--- config.mk ---
export PLATFORM = sky130hd
export DESIGN_NAME = bankgroup_arbiter
export DESIGN_NICKNAME = d
export VERILOG_FILES = /design/src/rtl/bankgroup_arbiter_pkg.sv /design/src/rtl/bankgroup_arbiter_rr_arbiter.sv /design/src/rtl/bankgroup_arbiter.sv
export SDC_FILE = /design/constraint.sdc
export NUM_CORES = 1
export LEC_CHECK = 0
export CAP_MARGIN = 20
export CORE_UTILIZATION = 40
export CTS_CLUSTER_DIAMETER = 30
export DETAILED_ROUTE_END_ITERATION = 10
export DONT_BUFFER_PORTS = 1
export PLACE_DENSITY = 0.52
export SLEW_MARGIN = 20
export SYNTH_ARGS = -nofsm -noshare
export SYNTH_HDL_FRONTEND = slang
export SYNTH_SLANG_ARGS = --single-unit
export TNS_END_PERCENT = 10
--- constraint.sdc ---
create_clock -name clk -period 7.3 [get_ports clk]
set_clock_uncertainty 0.2 [all_clocks]
set_input_delay 2.19 -clock clk [delete_from_list [all_inputs] [get_ports clk]]
set_output_delay 2.19 -clock clk [all_outputs]
set_load 0.005 [all_outputs]
--- src/rtl/bankgroup_arbiter_pkg.sv ---
// Shared definitions for the bankgroup arbiter:
// bus widths, state encodings and command bundle.
package bankgroup_arbiter_pkg;

  localparam int A_W            = 10;
  localparam int C_L_bus        = 32;
  localparam int FS_W           = 2;
  localparam int RD_TIMEOUT_DEF = 4;

  typedef enum logic [2:0] {
    S_IDLE    = 3'd0,
    S_WRITE   = 3'd1,
    S_READ    = 3'd2,
    S_RD_WAIT = 3'd3,
    S_FLUSH   = 3'd4
  } state_t;

  typedef struct packed {
    logic               we;
    logic               pattern;
    logic [FS_W-1:0]    fifo_sel;
    logic [A_W-1:0]     addr;
    logic [C_L_bus-1:0] wdata;
  } cmd_t;

  function automatic logic is_illegal(input cmd_t c);
    return c.pattern && (c.fifo_sel == 2'b11);
  endfunction

endpackage

--- src/rtl/bankgroup_arbiter_rr_arbiter.sv ---
// Round-robin picker: search starts at ptr and wraps.
// Combinational; the caller registers the result.
module rr_arbiter #(
  parameter int N  = 3,
  parameter int PW = (N > 1) ? $clog2(N) : 1
) (
  input  logic [N-1:0]  req,
  input  logic [PW-1:0] ptr,
  output logic [N-1:0]  gnt,
  output logic [PW-1:0] idx,
  output logic          any
);

  int j;

  always_comb begin
    gnt = '0;
    idx = '0;
    any = 1'b0;
    j   = 0;
    for (int k = 0; k < N; k++) begin
      j = (int'(ptr) + k) % N;
      if (!any && req[j]) begin
        any    = 1'b1;
        gnt[j] = 1'b1;
        idx    = PW'(j);
      end
    end
  end

endmodule

--- src/rtl/bankgroup_arbiter.sv ---
// Arbitrates N_REQ requesters onto one bankgroup port,
// with read timeout, illegal-command reject and flush.
module bankgroup_arbiter
  import bankgroup_arbiter_pkg::*;
#(
  parameter int N_REQ      = 3,
  parameter int RD_TIMEOUT = RD_TIMEOUT_DEF
) (
  input  logic                     clk,
  input  logic                     rst,
  input  logic [N_REQ-1:0]         req,
  input  logic [N_REQ-1:0]         req_we,
  input  logic [N_REQ-1:0]         req_pattern,
  input  logic [FS_W*N_REQ-1:0]    req_fifo_sel,
  input  logic [A_W*N_REQ-1:0]     req_addr,
  input  logic [C_L_bus*N_REQ-1:0] req_wdata,
  output logic [N_REQ-1:0]         gnt,
  output logic [N_REQ-1:0]         rvalid,
  output logic [C_L_bus-1:0]       rdata,
  output logic                     err,
  input  logic                     flush_req,
  output logic                     flush_done,
  output logic                     bg_en,
  output logic                     bg_we,
  output logic                     bg_re,
  output logic                     bg_pattern,
  output logic                     bg_flush,
  output logic [FS_W-1:0]          bg_fifo_sel,
  output logic [A_W-1:0]           bg_addr,
  output logic [C_L_bus-1:0]       bg_din,
  input  logic [C_L_bus:0]         bg_dout
);

  localparam int PW = (N_REQ > 1) ? $clog2(N_REQ) : 1;
  localparam int CW = $clog2(RD_TIMEOUT + 1);

  state_t            state;
  state_t            state_next;
  logic [PW-1:0]     ptr;
  logic [N_REQ-1:0]  owner;
  logic [CW-1:0]     wait_cnt;

  logic [N_REQ-1:0]  pick_gnt;
  logic [PW-1:0]     pick_idx;
  logic              pick_any;
  cmd_t              cmd_in;

  logic              pick;
  logic              illegal;
  logic              rd_hit;
  logic              timeout;

  rr_arbiter #(
    .N  (N_REQ),
    .PW (PW)
  ) u_rr (
    .req (req),
    .ptr (ptr),
    .gnt (pick_gnt),
    .idx (pick_idx),
    .any (pick_any)
  );

  always_comb begin
    cmd_in.we       = req_we[pick_idx];
    cmd_in.pattern  = req_pattern[pick_idx];
    cmd_in.fifo_sel = req_fifo_sel[FS_W*pick_idx +: FS_W];
    cmd_in.addr     = req_addr[A_W*pick_idx +: A_W];
    cmd_in.wdata    = req_wdata[C_L_bus*pick_idx +: C_L_bus];
  end

  assign illegal = is_illegal(cmd_in);

  always_ff @(posedge clk) begin
    if (rst) state <= S_IDLE;
    else     state <= state_next;
  end

  // An illegal command still needs one busy cycle for its
  // gnt/err pulse, so it rides through WRITE with bg_en low.
  always_comb begin
    state_next = state;
    pick       = 1'b0;
    rd_hit     = 1'b0;
    timeout    = 1'b0;
    unique case (state)
      S_IDLE: begin
        if (flush_req) begin
          state_next = S_FLUSH;
        end else if (pick_any) begin
          pick       = 1'b1;
          state_next = (illegal || cmd_in.we) ? S_WRITE : S_READ;
        end
      end
      S_WRITE: state_next = S_IDLE;
      S_READ:  state_next = S_RD_WAIT;
      S_RD_WAIT: begin
        if (bg_dout[C_L_bus]) begin
          rd_hit     = 1'b1;
          state_next = S_IDLE;
        end else if (wait_cnt == CW'(RD_TIMEOUT - 1)) begin
          timeout    = 1'b1;
          state_next = S_IDLE;
        end
      end
      S_FLUSH: state_next = S_IDLE;
      default: state_next = S_IDLE;
    endcase
  end

  always_ff @(posedge clk) begin
    if (rst) begin
      ptr         <= '0;
      owner       <= '0;
      wait_cnt    <= '0;
      gnt         <= '0;
      rvalid      <= '0;
      rdata       <= '0;
      err         <= 1'b0;
      flush_done  <= 1'b0;
      bg_en       <= 1'b0;
      bg_we       <= 1'b0;
      bg_re       <= 1'b0;
      bg_pattern  <= 1'b0;
      bg_flush    <= 1'b0;
      bg_fifo_sel <= '0;
      bg_addr     <= '0;
      bg_din      <= '0;
    end else begin
      gnt        <= '0;
      rvalid     <= '0;
      err        <= 1'b0;
      flush_done <= 1'b0;
      bg_en      <= 1'b0;
      bg_we      <= 1'b0;
      bg_re      <= 1'b0;
      bg_flush   <= 1'b0;

      if (pick) begin
        owner <= pick_gnt;
        gnt   <= pick_gnt;
        ptr   <= (pick_idx == PW'(N_REQ - 1)) ? '0 : pick_idx + PW'(1);
        if (illegal) begin
          err <= 1'b1;
        end else begin
          bg_en       <= 1'b1;
          bg_we       <= cmd_in.we;
          bg_re       <= !cmd_in.we;
          bg_pattern  <= cmd_in.pattern;
          bg_fifo_sel <= cmd_in.fifo_sel;
          bg_addr     <= cmd_in.addr;
          bg_din      <= cmd_in.wdata;
        end
      end

      if (state == S_READ)
        wait_cnt <= '0;
      else if (state == S_RD_WAIT)
        wait_cnt <= wait_cnt + CW'(1);

      if (rd_hit) begin
        rvalid <= owner;
        rdata  <= bg_dout[C_L_bus-1:0];
      end

      if (timeout) begin
        rvalid <= owner;
        err    <= 1'b1;
        rdata  <= '1;
      end

      if (state == S_IDLE && flush_req)
        bg_flush <= 1'b1;

      if (state == S_FLUSH) begin
        flush_done <= 1'b1;
        ptr        <= '0;
      end
    end
  end

endmodule

# Word-level counts from Yosys, hierarchy flattened
# Cells that the tools add are included.
# totals
register_bits	100
in_bits	177
output_inout_bits	89
elab_cells	119
# op_classes
add_sub_neg	4
n_mul	1
n_div	3
n_lt_le_gt_ge	7
n_eq_ne	8
shifts	3
muxes	53
bitwise_logic	4
reduce_logical	19
# ops
operator	count
greater-or-equal comparator 32 x 1 -> 1 bit (second input constant)	3
less-than comparator 32 x 4 -> 1 bit (second input constant)	3
variable part select 96 x 8 -> 32 bit	1
modulo 32 x 3 -> 32 bit (second input constant)	2
2-to-1 mux 32 bit	2
modulo 3 x 3 -> 32 bit (second input constant)	1
variable part select 30 x 7 -> 10 bit	1
2-to-1 mux 1 bit	28
2-to-1 mux 3 bit	9
binary-select mux 1 bit (select 2 bit)	5
2-to-1 mux 2 bit	5
== test 3 x 2 -> 1 bit (second input constant)	3
case mux 3 bit (3 select lines)	1
logical AND 1 bit	7
demux 1 bit (select 2 bit)	3
!= test 3 bit (second input constant)	2
OR 3 bit	2
OR reduction 2 bit	3
variable part select 6 x 4 -> 2 bit	1
multiplier 3 x 2 -> 5 bit (first input constant)	1
== test 2 bit (second input constant)	2
AND reduction 2 bit	2
adder 2 x 1 -> 3 bit (second input constant)	1
adder 2 x 2 -> 3 bit (second input constant)	1
other kinds (10)	13

# Logic depth before layout (Yosys ltp)
# Gate-level depths: netlist of run 1.
# logic_depth
depth_word	19
depth_mapped	12
depth_no_buf	9

# Hierarchy
# From an unflattened synthesis of run 1, not the netlist that was laid out.
# hier_totals
cells_unflattened	548
area_unflattened_um2	4875.9
# modules_own_cells
mod	n_inst	cells_each	area_per_inst_um2	seq_area_each_um2
bankgroup_arbiter	1	496	4494.3	2001.9
rr_arbiter	1	52	381.6	0.0

# Least setup slack after synthesis of run 1
# Ideal clock, no wire load.
# synth_timing
path_type	input to register
start	input port req[0]
end	register bg_addr[0]
setup_time_ps	72
arrival_time_ps	3955
required_ps	7028
path_slack_ps	3073
stages	8
n_path_buf	1
cell_sequence	mux2i_4 nor2_1 or4b_1 a31oi_2 o32ai_2 o21ai_4 buf_8 mux2i_1
# synth_between
elab_chain_len	15
word_cells_on_any_way	31
classes_between	mul (1); eq/ne (1); shift (2); mux (20); bitwise (1); reduce/logical (6)
# synth_rtl
element	line	text
from (decl)	bankgroup_arbiter.sv:11	input logic [N_REQ-1:0] req,
parallel branches: the longest is 15 deep, another holds multiplier 3 x 2 -> 5 bit	-	
to (signal assigned)	bankgroup_arbiter.sv:151	bg_addr <= cmd_in.addr;
to (decl)	bankgroup_arbiter.sv:29	output logic [A_W-1:0] bg_addr,
# Several ways; the timed one is not identified. The select of a mux whose other input is x is not followed.
# A chain may end at the register's enable or synchronous reset.

# Final worst setup path of run 1
# layout_timing
start	input port req[1]
end	register bg_addr[6]
# The elaborated chain is that of the path after synthesis.

==> impl_summary.md, run 1 <==
Synth
The compound-gate portion of the synthesized area came to 0.179. By area, the combinational part of the netlist is dominated by simple AND/OR/NAND/NOR gates. The synthesized area divided by synthesized cell count is 9.17 um2.

Yosys printed 0 warnings. Of the synthesized area, sequential elements account for 0.386. Of the total synthesized cell area, the portion taken by full adders, half adders and majority gates is 0.0145. The number of enable flip-flop cells after synthesis is 0.

When the netlist entered floorplanning its net count stood at 748. Counting every instance in the synthesized netlist gives 565. After synthesis, the share of cell area in mux cells is 0.178.

The most used flip-flop cell after synthesis is sky130_fd_sc_hd__dfxtp_1. Of the total synthesized cell area, the portion taken by XOR and XNOR cells is 0. The synthesis-stage register bit count is 100.

The synthesized netlist contains 56 unique library cells. Of the total synthesized cell area, the portion taken by AND, OR, NAND and NOR gates is 0.190. In the synthesized netlist the async set-or-reset flop fraction comes to 0. The synthesized area is 5180 um2.

STA
The count of final hold-check violations was 0. Setup repair after global routing left no endpoint under its margin. Dividing the final minimum period by the clock period gives 0.698. The number of slew-limit violations in the final report was 0. The achievable frequency is 196 MHz. The setup slack of the critical path after layout is 2200 ps. Measured against its own limit, the worst slew margin works out to 0.465.

Final hold analysis gives a worst-case slack of 258 ps. The worst-margin pin slew is 802 ps. Subtracting the final worst setup slack from the clock period gives 5100 ps. The setup-violating endpoint count in the final report is 0. After routing, the total negative slack on setup checks comes to 0 ps.

Floorplanning
The die is 116 um wide. The area inside the core boundary is 12600 um2. The floorplan has 41 rows. The area enclosed by the die boundary is 13400 um2. The initial utilization of the core area, before any placement, comes to 0.410. Measured along the y axis, the die boundary spans 116 um. 266 I/O pins were placed.

Worst setup path
The highest fanout seen on the critical path is 42. Together, buffers and inverters on the worst path number 2. The kind of end point of the critical path is a flop. The path type of the worst setup path is in2reg. On the worst path, the slowest cell contributes a delay of 580 ps. The signal on the critical path passes through and3b_1 > a32o_1 > o21bai_4 > buf_4 > a21boi_1 > o32ai_2 > o21ai_4 > buf_4 > mux2i_1. The largest delay contributor family on the critical path is compound AO/OA/AOI/OAI gates. The required time of the worst setup path is 7360 ps. The worst endpoint data arrival time is 5160 ps.

Counting stages on the worst path, the most repeated cell is sky130_fd_sc_hd__buf_4. The critical path launch point type is a primary input. The library cell contributing the largest single delay on the critical path is sky130_fd_sc_hd__buf_4.

Route
The total number of vias is 3969. In the routed layout, each cell is associated on average with a via count of 5.58. The wire length reported by the detailed router is 12.7 mm. The first-pass detailed-route iteration total is 5. The count of antenna-violating nets left after detailed routing is 0.

In the final routed layout, each cell accounts on average for 17.9 um. The number of DRC violations after detailed routing is 0. The count of routing violations after the opening detailed-route iteration is 195.

Placed design
Routability-driven placement finished with a final weighted congestion of 0.792. The HPWL after detailed placement is 9.29 mm. At the placement stage, the worst setup path has a slack of 1820 ps. Input and output buffers added on the ports amount to 0.

Finish
The top cell types in the final layout, fill and taps aside, are sky130_fd_sc_hd__dfxtp_1, sky130_fd_sc_hd__mux2i_1, sky130_fd_sc_hd__nor2_1. The final layout contains 717 nets. The layout has 1258 filler cells. The relative area change from synthesis to final layout is 6.21%.

The area of all sequential standard cells is 2000 um2. The most common cell after layout, fill and taps aside is sky130_fd_sc_hd__dfxtp_1. The multi-input logic area is 2930 um2. The antenna diode count is 0. The fraction of final layout cells sized beyond drive strength 1 is 0.0724.

Clock network
TritonCTS built the clock tree. In this run the clock root is driven by a sky130_fd_sc_hd__clkbuf_16. Clock tree synthesis inserted a total of 9 buffers. Hold repair after CTS inserted 0 buffers.

The total number of clock tree sinks is 100. The H-tree was split into 3 levels. The total setup buffers inserted after CTS is 0. Clock latency on the worst-skew pair, taken at its later pin, is 340 ps. The clock-pin slew reported for the worst setup and hold paths after clock tree synthesis is 70 ps.

The number of resized instances in the post-cts repair step is 0. The maximum buffer depth of the clock tree is 2.

GRT
The global-route congestion overflow total is 0. Across every metal layer, demand over resource in global routing totals 0.179. The number of global-route vias before repair is 3615. The initial antenna violation count was 0. Entering global routing, the biggest net connects 139 pins. The first global-routing pass estimated 18.4 mm of wire.

Flow run
The tool flagged a number of max-cap violations equal to 0.

Power and ir drop
The combinational cell fraction of total power is 0.345. The static leakage is 2.37 nW. The share of total power dissipated in the clock network is 0.252. The analysis attributes to net switching a power of 0.665 mW.

The proportion of total power due to net switching is 0.362. The peak ir drop on the vdd network is 0.119 mV. The internal cell power is 1.17 mW. Dividing total power by cell area gives a power density of 334 nW/um2. The sequential group share of total power is 0.404.

Min path
The type of the most critical hold path is reg2reg.

Run status
The run finished with clean final reports.
==> through the flow <==
| step | power, mW | area, um2 | cells | util |
|---|---|---|---|---|
| 2_1_floorplan | 1.29 | 5180 | 565 | - |
| 3_3_place_gp | 1.39 | 5200 | 695 | 0.412 |
| 3_5_place_dp | 1.40 | 5200 | 695 | 0.412 |
| 4_1_cts | 1.86 | 5490 | 711 | 0.435 |
| 5_1_grt | 1.96 | 5500 | 711 | 0.436 |
| 6_report | 1.84 | 5500 | 711 | 0.436 |
==> power groups by stage <==
| stage | logic, mW | clock network [mW] | registers, mW |
|---|---|---|---|
| after floorplan | 0.578 | 0 | 0.715 |
| after global placement | 0.627 | 0 | 0.759 |
| after detailed placement | 0.639 | 0 | 0.756 |
| after CTS | 0.642 | 0.475 | 0.745 |
| after global routing | 0.701 | 0.501 | 0.755 |
| final | 0.634 | 0.462 | 0.743 |
==> layout make-up <==
class / count / area share
flip-flops and latches: 100 / 0.364
repair buffers: 4 / 0.00546
clock buffers: 9 / 0.0409
inverters: 8 / 0.00546
well taps: 172 / 0.0391
multi-input cells: 411 / 0.533
clock inverters: 7 / 0.0121
==> final timing paths <==
check | depth (start not counted) | end | slack (ps) | from
setup / recovery | 9 | bg_addr[6] | 2200 | req[1]
hold / removal | 2 | rvalid[2] | 260 | owner[2]
setup reg to reg | 11 | bg_addr[6] | 3060 | ptr[0]
hold reg to reg | 2 | rvalid[2] | 260 | owner[2]
==> per-layer routing <==
| metal | track usage | share of wire | up-vias |
|---|---|---|---|
| met5 | 0 | 0 | - |
| met4 | 0.0547 | 0.011 | 0 |
| met3 | 0.0612 | 0.097 | 11 |
| met2 | 0.296 | 0.47 | 173 |
| met1 | 0.219 | 0.42 | 1817 |
| li1 | - | - | 1968 |
==> tightest hold or removal path, delay by kind of cell, from the launching register on <==
kind / cells / cell delay [ps]
buffers and inverters: 1 / 70
and+or+nand+nor: 1 / 50
DFF: 1 / 300
==> sequential cells by signal, summed over array words and instances, names as in the netlist <==
| name | flops |
|---|---|
| bg_din | 32 |
| rdata | 32 |
| bg_addr | 10 |
| gnt | 3 |
| owner | 3 |
| rvalid | 3 |
| state | 3 |
| wait_cnt | 3 |
| bg_fifo_sel | 2 |
| ptr | 2 |
| bg_en | 1 |
| bg_flush | 1 |
| bg_pattern | 1 |
| bg_re | 1 |
| bg_we | 1 |
| err | 1 |
| flush_done | 1 |
==> synthesized netlist by cell type (8+ instances only) <==
master                       n  area [um2]
sky130_fd_sc_hd__nor2_1     90         338
sky130_fd_sc_hd__nand2_1    14        52.6
sky130_fd_sc_hd__nand2b_1   45         282
sky130_fd_sc_hd__a211o_1    42         368
sky130_fd_sc_hd__clkbuf_1   31         116
sky130_fd_sc_hd__buf_2       9        45.0
sky130_fd_sc_hd__inv_1       8        30.0
sky130_fd_sc_hd__mux2i_1    90         901
sky130_fd_sc_hd__o22ai_1    32         200
sky130_fd_sc_hd__a21oi_1    10        50.1
sky130_fd_sc_hd__dfxtp_1   100        2000
==> cells by family after synthesis <==
group	count (synthesis)
compound gates	119
fa+ha+maj	6
buf+inv	54
flops	100
mux	91
simple gates	195
Power figures use the tool's default switching activity.
==> run 2: changes to the inputs <==
==> constraint.sdc (replaced) <==
create_clock -name clk -period 5 [get_ports clk]
set_clock_uncertainty 0.2 [all_clocks]
set_input_delay 1.5 -clock clk [delete_from_list [all_inputs] [get_ports clk]]
set_output_delay 1.5 -clock clk [all_outputs]
set_load 0.005 [all_outputs]
==> impl_summary.md, run 2 (synthesis results as in run 1) <==
Run status
The run finished with clean final reports.

Worst setup path
For the worst setup path, the data arrival time is 3660 ps. Of all nets on the critical path, the largest fanout is 33. In this design, the stage delay of the slowest critical-path cell is 580 ps. The worst register-to-register path has a setup slack of 1580 ps. The cell family contributing the most delay on the critical path is compound AO/OA/AOI/OAI gates.

The most used cell along the critical path is sky130_fd_sc_hd__mux2i_1. The kind of end point of the critical path is a flop. The endpoint of the worst register-to-register path is bg_din[29].

The worst reg-to-reg path cell count is 9. In this run the critical register-to-register path is launched from ptr[0]. The critical path goes through and3b_1 > a32o_1 > o21bai_4 > buf_4 > mux2i_1 > a211o_1 > mux2i_1. At the worst endpoint, the required time is 5080 ps.

The library cell contributing the largest single delay on the critical path is sky130_fd_sc_hd__buf_4. Counting both buffers and inverters, the worst setup path holds a total of 1. The path type of the worst setup path is in2reg.

STA classifies the critical path startpoint as a primary input.

STA
Timing would allow up to 279 MHz. The number of slew-limit violations in the final report is 0. The count of final hold-check violations is 0. The post-layout minimum cycle time is 3580 ps. The setup-violating endpoint count in the final report is 0. Once routing completed, OpenROAD measured the worst setup slack at 1420 ps.

Of the available clock period, the critical path in the final layout requires 0.716. The worst-margin pin slew is 691 ps. Setup repair after global routing left no endpoint under its margin. The remaining max-slew budget at the tightest pin is 0.538. In the final timing run, aggregate negative setup slack is 0 ps.

Finish
The antenna diode count is 0. The largest registers in the layout are bg_din (32), rdata (32), bg_addr (10). The number of nets in the final layout is 717. The fraction of final layout cells sized beyond drive strength 1 is 0.0724. The library cells used most frequently in the layout, excluding fill and tap cells, are sky130_fd_sc_hd__dfxtp_1, sky130_fd_sc_hd__mux2i_1, sky130_fd_sc_hd__nor2_1. The relative area change from synthesis to final layout is 6.88%. The share of the core filled with cells in the final layout is 0.439. The most common cell after layout, fill and taps aside is sky130_fd_sc_hd__dfxtp_1.

Clock network
In this run the clock root is driven by a sky130_fd_sc_hd__clkbuf_16. After clock tree synthesis, the repair step resized 0 gates. The clock-pin slew reported for the worst setup and hold paths after clock tree synthesis is 80 ps. The clock buffer count from CTS is 9.

The clock drives 100 sinks. Counting along the longest clock path gives a buffer depth of 2. After clock tree synthesis, the flow added hold-fix buffers numbering 0. The clock tree from TritonCTS is yes. The H-tree depth is 3. The total setup buffers inserted after CTS is 0. The clock latency of the later-clocked register in the worst-skew pair is 340 ps.

GRT
The number of global-route vias before repair is 3758. The global-route congestion overflow total is 0. The first-pass GRT wire length is 19.1 mm. The overall track demand over capacity in global routing is 0.184.

The largest net degree at the start of global routing is 139. The initial antenna violation count is 0.

Floorplanning
The core region is 12600 um2. The horizontal die dimension is 116 um. The die boundary height is 116 um. The standard-cell row count is 41. For this configuration, the core starts out at a cell density of 0.410. The die covers 13400 um2. The number of top-level pins is 266.

Placed design
Summed over all nets, the half-perimeter wirelength after detailed placement is 9.53 mm. At the placement stage, the worst setup path has a slack of 1040 ps. The final weighted congestion of routability-driven global placement is 0.803. The number of buffers added on ports is 0.

Route
The average vias per placed instance is 5.60. The average routed wire per standard cell is 18.4 um. The total number of vias is 3981.

Before antenna repair, the detailed router went through 4 iterations. In this run, the number of DRC markers left after iteration 0 of detailed routing was 242. Wires add up to 13.1 mm.

For this run, design rule violations remaining after detail routing come to 0. In this run the remaining antenna-violating nets after routing total 0.

Power and ir drop
The ratio of total power to cell area is 492 nW/um2. VDD sags by at most 0.173 mV. In this run the static leakage power is 2.39 nW.

Flow run
The count of maximum capacitance violations is 0.

Min path
The path with the worst hold slack has its endpoint at wait_cnt[1]. The number of cells on the worst hold path is 2. The path class of the tightest hold or removal check is reg2reg.

The hold path startpoint is wait_cnt[1].
[run 2: metal layers]
| layer | share of wire | track usage |
|---|---|---|
| met5 | 0 | 0 |
| met4 | 0.010 | 0.0718 |
| met3 | 0.085 | 0.0460 |
| met2 | 0.49 | 0.314 |
| met1 | 0.42 | 0.221 |
[run 2: worst max-delay path by stage]
stage                       from          to  slack (ps)  cells after the start
final                     req[1]  bg_din[29]        1420                      7
after global routing      req[2]  bg_din[21]        1210                      7
after CTS                 req[1]  bg_addr[7]        1400                      7
after detailed placement  req[1]  bg_din[19]        1040                      7
after global placement    req[1]  bg_addr[7]        1080                      7
after floorplan           req[0]  bg_addr[0]        1460                      8
[run 2: metrics by stage]
stage / total power, mW / std cells / instance area, um2 / hold slack (ps)
after global placement: 2.04 / 695 / 5230 / 238
after global routing: 2.89 / 711 / 5540 / 285
after CTS: 2.76 / 711 / 5530 / 261
final: 2.72 / 711 / 5540 / 256
after detailed placement: 2.05 / 695 / 5230 / 248
after floorplan: 1.89 / 565 / 5180 / 222
[run 2: report_power, final]
| part | internal, mW | switching (mW) | leakage, nW |
|---|---|---|---|
| Sequential | 0.944 | 0.134 | 0.814 |
| Clock | 0.357 | 0.345 | 0.149 |
| Combinational | 0.429 | 0.514 | 1.43 |
[run 2: worst min-delay path, cell delays in order, from the launching register on]
cell and delay (ps):
sky130_fd_sc_hd__dfxtp_1 310, sky130_fd_sc_hd__nand2_1 50, sky130_fd_sc_hd__a21oi_1 50
[run 2: area by class of cell]
type	count	area, um2
Timing Repair Buffer	4	55.1
Inverter	8	30.0
Clock inverter	7	76.3
Multi-Input combinational cell	411	2930
Tap cell	172	215
Fill cell	1266	7080
Clock buffer	9	225
Sequential cell	100	2000
==> run 3: changes to the inputs <==
--- a/config.mk
+++ b/config.mk
@@ -10,7 +10,7 @@
 export CTS_CLUSTER_DIAMETER = 30
 export DETAILED_ROUTE_END_ITERATION = 10
 export DONT_BUFFER_PORTS = 1
-export PLACE_DENSITY = 0.52
+export PLACE_DENSITY = 0.54
 export SLEW_MARGIN = 20
 export SYNTH_ARGS = -nofsm -noshare
 export SYNTH_HDL_FRONTEND = slang
==> constraint.sdc (replaced) <==
create_clock -name clk -period 3.04 [get_ports clk]
set_clock_uncertainty 0.2 [all_clocks]
set_input_delay 0.912 -clock clk [delete_from_list [all_inputs] [get_ports clk]]
set_output_delay 0.912 -clock clk [all_outputs]
set_load 0.005 [all_outputs]
==> impl_summary.md, run 3 (synthesis results as in run 1) <==
Route
In the final routed layout, each cell accounts on average for 17.8 um. The detail route stage leaves a number of antenna-violating nets equal to 0. The wire length reported by the detailed router is 12.9 mm. After detailed routing, the number of vias per cell comes to 5.54.

The first-pass detailed-route iteration total is 5. The count of routing violations after the opening detailed-route iteration is 187. After detailed routing, the number of remaining DRC violations is 0. The total number of vias is 4025.

Finish
In the final layout, the share of cells above drive strength 1 is 0.105. Leaving out fill and tap cells, the most frequent cells in the layout are sky130_fd_sc_hd__dfxtp_1, sky130_fd_sc_hd__mux2i_1, sky130_fd_sc_hd__nor2_1. The most common cell after layout, fill and taps aside is sky130_fd_sc_hd__dfxtp_1. Summing all flip-flop and latch instances after layout gives 2000 um2.

The layout has 1258 filler cells. The number of antenna diodes in the final layout is 0. The multi-input logic area is 2950 um2. In the final layout, the registers with the most flip-flops are bg_din (32), rdata (32), bg_addr (10).

At the end of the flow, the number of nets in the layout was 732. Leaving out filler cells and counting taps, the final layout contains 726. Relative to the synthesized area, the layout overhead comes to 9.47%. The area of all placed cells without fillers is 5670 um2.

Worst setup path
The endpoint of the worst register-to-register path is bg_addr[4]. The required time of the worst setup path is 3110 ps. The worst endpoint data arrival time is 2960 ps. The highest fanout seen on the critical path is 30.

The critical path launch point type is a flop. The setup slack on the worst flop-to-flop path is 150 ps. STA classifies the critical path endpoint as a flop. The critical path in this run is classified as reg2reg. The reg-to-reg startpoint is ptr[0]. The last element of the critical path is bg_addr[4]. The critical path goes through ha_2 > mux2i_4 > nor2_1 > or4b_1 > a31oi_2 > o32ai_2 > o21ai_4 > buf_12 > mux2i_1. The largest incremental delay on the critical path is 520 ps. The worst reg-to-reg path cell count is 9. The library cell contributing the largest single delay on the critical path is sky130_fd_sc_hd__or4b_1. The most critical setup path has its startpoint at ptr[0].

STA
The number of slew-limit violations in the final report came to 0. The post-route fraction of the period consumed by the critical path is 0.951. Setup repair after global routing could not meet its margin everywhere. For the pin with the worst max-slew slack, the measured transition is 397 ps. The achievable frequency is 346 MHz.

The post-layout minimum cycle time is 2890 ps. The remaining max-slew budget at the tightest pin is 0.735. The count of final hold-check violations came to 0.

Setup violations remaining at the end of the flow were counted as 0.

Floorplanning
In this run the vertical extent of the chip is 116 um. Pin placement for this block handled 266 I/O pins. The floorplan step defined a die boundary enclosing 13400 um2. The region available for standard cell placement spans 12600 um2. The starting density of the core is 0.410. The floorplan has 41 rows. From left edge to right edge, the die measures 116 um.

Placed design
The placed wire-length estimate is 9.43 mm. The number of placed instances, taps included, is 710. The number of buffers added on ports is 0. Routability-driven placement finished with a final weighted congestion of 0.842. The placed instances occupy a cell area of 5350 um2.

Clock network
CTS built an H-tree with a depth of 3. Clock latency on the worst-skew pair, taken at its later pin, is 330 ps. Clock tree synthesis inserted a total of 9 buffers. The clock tree from TritonCTS is yes.

The maximum buffer depth of the clock tree is 2. The total setup buffers inserted after CTS is 0. The cts-stage hold buffer count is 0. After clock tree synthesis, the repair step resized 0 gates. The total number of clock tree sinks is 100. After clock tree synthesis, the clock-pin slew on the worst setup and hold paths is 70 ps.

The tree is rooted in a sky130_fd_sc_hd__clkbuf_16.

Power and ir drop
The ratio of total power to cell area is 808 nW/um2. In this run the static leakage power is 2.48 nW. The peak ir drop on the vdd network is 0.332 mV.

Summing internal, switching and leakage power gives 4.58 mW.

GRT
In the global route stage, overall resource usage came out at 0.180. The number of global-route vias before repair is 3683. The initial antenna violation count is 0. Entering global routing, the biggest net connects 139 pins. The global routing usage on met3 is 0.0554. The global-route met2 utilization is 0.307. For met1 alone, demand over resource in global routing was 0.215. In this run the most used layer during global routing was met2. The global-route congestion overflow total is 0. The first global-routing pass estimated 18.6 mm of wire.

Run status
The flow ran to the end, and the final reports show no timing, DRC or antenna violations.

Min path
The path class of the tightest hold or removal check is reg2reg.

Flow run
The count of maximum capacitance violations is 0.
run 3: how the worst min path moves through the flow:
stage / startpoint / endpoint / slack, ps / cells after the start
after floorplan: owner[2] / rvalid[2] / 220 / 2
after global placement: wait_cnt[1] / wait_cnt[1] / 240 / 2
after detailed placement: owner[0] / owner[0] / 240 / 2
after CTS: owner[0] / owner[0] / 260 / 2
after global routing: owner[0] / owner[0] / 280 / 2
final: owner[0] / owner[0] / 260 / 2
run 3: stage by stage:
stage	TNS, ps	hold slack (ps)	setup WS [ps]	utilization
after floorplan	0	222	91.4	-
after global placement	0	238	41.9	0.424
after detailed placement	0	244	4.07	0.424
after CTS	0	257	35.3	0.447
after global routing	-447	278	-39.0	0.449
final	0	259	149	0.449
run 3: critical path: cells and delay by family, from the launching register on:
family	cells	cell delay, ps
simple gates	2	600
compound gates	3	580
mux	2	500
flops	1	380
fa+ha+maj	1	280
buf+inv	1	250
run 3: area by class of cell:
class / count / area share
Multi-Input combinational cell: 411 / 0.520
Timing Repair Buffer: 19 / 0.0318
Clock inverter: 7 / 0.0126
Sequential cell: 100 / 0.353
Clock buffer: 9 / 0.0397
Tap cell: 172 / 0.0380
Inverter: 8 / 0.00530
run 3: where the power goes:
group	switching, mW	leakage, nW	internal [mW]
Clock	0.499	0.150	0.643
Combinational	0.870	1.51	0.798
Sequential	0.214	0.814	1.55
Total	1.58	2.48	2.99
run 3: per-layer routing:
metal / up-vias / part of all wire
met1: 1841 / 0.42
met5: - / 0
li1: 1998 / -
met3: 12 / 0.085
met2: 174 / 0.48
met4: 0 / 0.013
